## src/rtl/hazard_pkg.sv

```systemverilog
// Shared types for the pipeline hazard controller.
package hazard_pkg;

   typedef enum logic [1:0] {
      RUN       = 2'd0,
      LU_STALL  = 2'd1,
      MISS_WAIT = 2'd2
   } hz_state_e;

   typedef enum logic [1:0] {
      FWD_RF = 2'b00,
      FWD_W  = 2'b01,
      FWD_M  = 2'b10
   } fwd_sel_e;

endpackage

```

## src/rtl/hz_sat_counter.sv

```systemverilog
// Saturating event counter; holds at all-ones instead of wrapping.
module hz_sat_counter #(
   parameter int CNT_W = 32
) (
   input  logic             clk,
   input  logic             rst,
   input  logic             inc,
   output logic [CNT_W-1:0] cnt
);

   logic [CNT_W-1:0] cnt_d, cnt_q;

   // next count: increment unless already saturated
   always_comb begin
      cnt_d = cnt_q;
      if (inc && (cnt_q != {CNT_W{1'b1}})) cnt_d = cnt_q + 1'b1;
   end

   // count register
   always_ff @(posedge clk) begin
      if (rst) cnt_q <= '0;
      else     cnt_q <= cnt_d;
   end

   assign cnt = cnt_q;

endmodule

```

## src/rtl/hazard_ctrl_seq.sv

```systemverilog
// Hazard controller for the 5-stage pipeline: EX forwarding, load-use
// bubbles, control flushes and cache-miss freezes with a watchdog.
//
// state     | meaning
// ----------+-------------------------------------------------------
// RUN       | normal issue; evaluates miss > control > load-use
// LU_STALL  | extra load-use bubbles still owed (lu_cnt of them)
// MISS_WAIT | whole front end and EX frozen until mem_ready
module hazard_ctrl_seq
   import hazard_pkg::*;
#(
   parameter int REG_AW       = 5,
   parameter int LU_STALL_CYC = 1,
   parameter int WDOG_CYC     = 255,
   parameter int CNT_W        = 32
) (
   input  logic              clk,
   input  logic              rst,
   input  logic [REG_AW-1:0] rs1_d,
   input  logic [REG_AW-1:0] rs2_d,
   input  logic [REG_AW-1:0] rs1_e,
   input  logic [REG_AW-1:0] rs2_e,
   input  logic [REG_AW-1:0] rd_e,
   input  logic              mem_read_e,
   input  logic [REG_AW-1:0] rd_m,
   input  logic [REG_AW-1:0] rd_w,
   input  logic              reg_write_m,
   input  logic              reg_write_w,
   input  logic              branch_taken_e,
   input  logic              jump_e,
   input  logic              mem_miss,
   input  logic              mem_ready,
   output logic [1:0]        fwd_a_e,
   output logic [1:0]        fwd_b_e,
   output logic              stall_f,
   output logic              stall_d,
   output logic              stall_e,
   output logic              flush_d,
   output logic              flush_e,
   output logic              mem_timeout,
   output logic [CNT_W-1:0]  cnt_lu,
   output logic [CNT_W-1:0]  cnt_miss,
   output logic [CNT_W-1:0]  cnt_ctrl
);

   localparam int             WD_W    = $clog2(WDOG_CYC + 1);
   localparam logic [WD_W-1:0] WDOG_TC = WD_W'(WDOG_CYC);
   localparam logic [2:0]      LU_INIT = 3'(LU_STALL_CYC - 1);

   hz_state_e       state_d, state_q;
   logic [2:0]      lu_cnt_d, lu_cnt_q;
   logic [WD_W-1:0] wd_cnt_d, wd_cnt_q;
   logic            timeout_d, timeout_q;
   logic            lu_hazard, ctrl_redirect;
   logic            inc_lu, inc_miss, inc_ctrl;

   // operand forwarding: M has the younger value so it overrides W
   always_comb begin
      fwd_a_e = FWD_RF;
      fwd_b_e = FWD_RF;
      if (reg_write_w && (rd_w != '0) && (rd_w == rs1_e)) fwd_a_e = FWD_W;
      if (reg_write_m && (rd_m != '0) && (rd_m == rs1_e)) fwd_a_e = FWD_M;
      if (reg_write_w && (rd_w != '0) && (rd_w == rs2_e)) fwd_b_e = FWD_W;
      if (reg_write_m && (rd_m != '0) && (rd_m == rs2_e)) fwd_b_e = FWD_M;
   end

   assign lu_hazard     = mem_read_e && (rd_e != '0) && ((rd_e == rs1_d) || (rd_e == rs2_d));
   assign ctrl_redirect = branch_taken_e | jump_e;

   // sequencing FSM: stall/flush enables, bubble and watchdog counters
   always_comb begin
      state_d   = state_q;
      lu_cnt_d  = lu_cnt_q;
      wd_cnt_d  = wd_cnt_q;
      timeout_d = timeout_q;
      stall_f   = 1'b0;
      stall_d   = 1'b0;
      stall_e   = 1'b0;
      flush_d   = 1'b0;
      flush_e   = 1'b0;
      inc_lu    = 1'b0;
      inc_miss  = 1'b0;
      inc_ctrl  = 1'b0;
      case (state_q)
         RUN, LU_STALL: begin
            if (mem_miss) begin
               {stall_f, stall_d, stall_e} = 3'b111;
               inc_miss = 1'b1;
               wd_cnt_d = '0;
               lu_cnt_d = '0;
               state_d  = MISS_WAIT;
            end else if (ctrl_redirect) begin
               // a bubble requested alongside a redirect is moot: the load's
               // consumer is being flushed anyway
               flush_d  = 1'b1;
               flush_e  = 1'b1;
               inc_ctrl = 1'b1;
               lu_cnt_d = '0;
               state_d  = RUN;
            end else if (state_q == LU_STALL) begin
               {stall_f, stall_d, flush_e} = 3'b111;
               inc_lu   = 1'b1;
               lu_cnt_d = lu_cnt_q - 3'd1;
               if (lu_cnt_d == 3'd0) state_d = RUN;
            end else if (lu_hazard) begin
               {stall_f, stall_d, flush_e} = 3'b111;
               inc_lu   = 1'b1;
               lu_cnt_d = LU_INIT;
               if (LU_INIT != 3'd0) state_d = LU_STALL;
            end
         end
         MISS_WAIT: begin
            {stall_f, stall_d, stall_e} = 3'b111;
            inc_miss = 1'b1;
            if (wd_cnt_q != WDOG_TC) wd_cnt_d = wd_cnt_q + 1'b1;
            if (wd_cnt_d == WDOG_TC) timeout_d = 1'b1;
            if (mem_ready) state_d = RUN;
         end
         default: state_d = RUN;
      endcase
   end

   // state registers
   always_ff @(posedge clk) begin
      if (rst) begin
         state_q   <= RUN;
         lu_cnt_q  <= '0;
         wd_cnt_q  <= '0;
         timeout_q <= 1'b0;
      end else begin
         state_q   <= state_d;
         lu_cnt_q  <= lu_cnt_d;
         wd_cnt_q  <= wd_cnt_d;
         timeout_q <= timeout_d;
      end
   end

   assign mem_timeout = timeout_q;

   hz_sat_counter #(.CNT_W(CNT_W)) u_cnt_lu   (.clk(clk), .rst(rst), .inc(inc_lu),   .cnt(cnt_lu));
   hz_sat_counter #(.CNT_W(CNT_W)) u_cnt_miss (.clk(clk), .rst(rst), .inc(inc_miss), .cnt(cnt_miss));
   hz_sat_counter #(.CNT_W(CNT_W)) u_cnt_ctrl (.clk(clk), .rst(rst), .inc(inc_ctrl), .cnt(cnt_ctrl));

endmodule

```

## config.mk

```make
export PLATFORM = sky130hd
export DESIGN_NAME = hazard_ctrl_seq
export DESIGN_NICKNAME = d
export VERILOG_FILES = /design/src/rtl/hazard_pkg.sv /design/src/rtl/hz_sat_counter.sv /design/src/rtl/hazard_ctrl_seq.sv
export SDC_FILE = /design/constraint.sdc
export NUM_CORES = 1
export LEC_CHECK = 0
export ABC_AREA = 1
export BUFFER_PORTS_ARGS = -buffer_cell sky130_fd_sc_hd__clkbuf_2
export CORE_ASPECT_RATIO = 0.9
export CORE_UTILIZATION = 40
export DETAILED_ROUTE_END_ITERATION = 10
export GPL_TIMING_DRIVEN = 0
export SLEW_MARGIN = 30
export SYNTH_ARGS = -nofsm -noshare
export SYNTH_HDL_FRONTEND = slang
export SYNTH_SLANG_ARGS = --single-unit
```

## constraint.sdc

```tcl
create_clock -name clk -period 3.4 [get_ports clk]
set_input_delay 0.17 -clock clk [delete_from_list [all_inputs] [get_ports clk]]
set_output_delay 0.17 -clock clk [all_outputs]
set_load 0.01 [all_outputs]
```

==> metrics <==
Synthesized Nets 1075; First DRT Iteration DRCs 342; WL final 18.70 mm; worst slew pin tran 0.5431 ns; die area 16870 um^2; design area 7851 um^2; setup TNS 0 ns; area share of the largest cell type after synthesis 0.3245; leading area contributor after synthesis dfxtp_1; clk root buf clkbuf_16; Placeable Area 15710 um^2; grt total ovfl 0; Crit Path Max Fanout 7; Placed Instance Area 7538 um^2; vias post-DR 6914; H-tree levels 3; CP Class reg2reg; async set or reset register ratio after synthesis 0; Global Route Usage Sum 0.2249; Leak 0.003315 uW; FMAX 461.5 MHz; CTS tree yes; CP Data Required Time 3.65 ns; CP startpoint kind register; diode count 0; num rows 43; WL per Instance 13.42 um; Post-Syn Area 6540 um^2; clk_lat worst skew 0.35 ns; die span in y 123.3 um; final-report hold violation count 0; slowest stage delay, CP 0.46 ns; Top delay family on crit path simple AND/OR/NAND/NOR gates; post-synthesis adder-cell area fraction 0.007653; fin crit period 2.167 ns; final non-filler cell total 1394; Min Hold Slack 0.01059 ns; Max-slew headroom 0.6379; ratio of cells with drive above 1 in the final layout 0.1753; compound-gate portion of the synthesized area 0.09432; number of flops mapped to enable cells by yosys 0; status completed; largest family of logic cells by synthesized area simple AND/OR/NAND/NOR gates; number of port buffers 149; VDD IR max 240.7 uV; Final #Nets 1235; Initial Util 0.4163; DRC Markers 0; worst path arrival time 2.42 ns; CP most frequent cell nand2_1; post-DP HPWL 14.46 mm; HP Class in2reg; hold buffers post-CTS 0; total CTS buffers 9; vias per inst 4.960; top cells by area, synth dfxtp_1 (32%), nand2_1 (18%), nor2_1 (8.1%); XOR/XNOR share of the synthesized area 0.09374; Final setup viols 0; worst-path cell chain ha_1 > nand2_2 > nor2_2 > nand3b_2 > nor2_4 > nand2_1 > nor2_4 > nand2_1 > nor2_1 > nand3_1 > nand2_1 > nor2_1; Final Skew 0.01567 ns; drt pass-1 iters 5; Most used DFF post-synth dfxtp_1; PwrDens 331.3 nW/um^2; max-capacitance violation count 0; clock transition at the registers of the reported paths 0.08 ns; RSZ-0062 raised after global routing false; first-pass GRT wire length 29.93 mm; critical path endpoint category register; post-CTS setup buffers 0; Die Span X 136.8 um; Tcrit/Tclk final 0.6374; IO Pins 150; vias in the first global route 6119; Synth cell types 39; count of final max-slew check failures 0; Synth top cells by count nand2_1 (318), nor2_1 (141), dfxtp_1 (106); # resized after CTS 0; Synth Area per Inst 6.368 um^2; post-synthesis mux area share 0; largest net degree at the start of global routing 18; Seq cells post-synth 106; most frequent cell after synthesis nand2_1; Slowest cell on crit path dfxtp_1; area delta synth->final 20.05%; CTS Sinks 106; post-synthesis cell count 1027; simple-gate share of the synthesized area 0.3964; register area share after synthesis 0.3245; YS warnings 0; Placed Cells incl. Taps 1378; GPL Wtd Cong 0.9327; CTS Buffer Depth 2; initial antenna violation count 0; worst path buffer plus inverter count 0; Routed Antenna Nets 0
==> final timing paths <==
path / slack (ns) / startpoint / cells after the start / end
worst max-delay path: 1.23 / u_cnt_lu.cnt[0]$_SDFFE_PP0P_ / 12 / u_cnt_lu.cnt[30]$_SDFFE_PP0P_
worst min-delay path: 0.01 / mem_ready / 2 / state_q[1]$_SDFFE_PP0P_
worst max register to register: 1.23 / u_cnt_lu.cnt[0]$_SDFFE_PP0P_ / 12 / u_cnt_lu.cnt[30]$_SDFFE_PP0P_
worst min register to register: 0.46 / mem_timeout$_SDFFE_PP0P_ / 2 / mem_timeout$_SDFFE_PP0P_
==> routing by layer <==
metal / track usage / wire length (um) / vias up
li1: - / - / 3627
met4: 0.06181 / 216 / 0
met1: 0.3126 / 9296 / 3106
met5: 0 / 0 / -
met3: 0.04182 / 1075 / 18
met2: 0.3553 / 8113 / 163
==> power breakdown <==
| group | total, uW | switching (uW) | leakage [uW] | internal, uW |
|---|---|---|---|---|
| Sequential | 1260 | 10.8 | 0.000855 | 1250 |
| Combinational | 225 | 141 | 0.00231 | 84.1 |
| Clock | 1120 | 502 | 0.000152 | 616 |
==> area by class of cell <==
cell class	count	area, um^2
plain buffers	31	211.5
clock buffers	11	252.7
clock inverters	5	60.06
fillers	1693	7859
inverters	89	334.1
multi-input cells	801	3872
flip-flops and latches	106	2122
well taps	202	252.7
repair buffers	149	745.7
==> per-stage QoR <==
stage | total power, uW | util | setup slack, ns
after CTS | 2642 | 0.4998 | 1.219
after detailed placement | 1515 | 0.4799 | 1.252
after global placement | 1514 | 0.4799 | 1.270
final | 2601 | 0.4998 | 1.233
after floorplan | 1422 | - | 1.562
after global routing | 2719 | 0.4998 | 1.050
==> placed cells by master (no fill, tap or decap), drive strengths merged <==
cell type,count
o31ai,1
clkinvlp,1
o41ai,2
nand3,64
xnor2,29
nand3b,4
ha,4
o21ai,17
nand2,319
and2,1
clkbuf,171
buf,20
nor3,36
a21o,1
inv,90
o21bai,1
nor4,5
nor3b,3
nand4,24
or2,2
nor2,150
clkinv,2
a211oi,1
a21oi,96
dfxtp,106
xor2,41
bufinv,1
==> sequential cells by signal, indices dropped and copies added, names as in the netlist <==
register and cells:
u_cnt_ctrl.cnt 32, wd_cnt_q 8, state_q 1, u_cnt_miss.cnt 32, mem_timeout 1, u_cnt_lu.cnt 32
==> logic make-up (layout without fill, tap and decap cells) <==
logic type	Yosys count	count (layout)
adders and majority gates	4	4
and+or+nand+nor	608	608
DFF	106	106
AOI/OAI and AO/OA	119	119
xor gates and xnor gates	70	70
buffers and inverters	120	285
No activity file was read; power rests on OpenSTA's default activity.
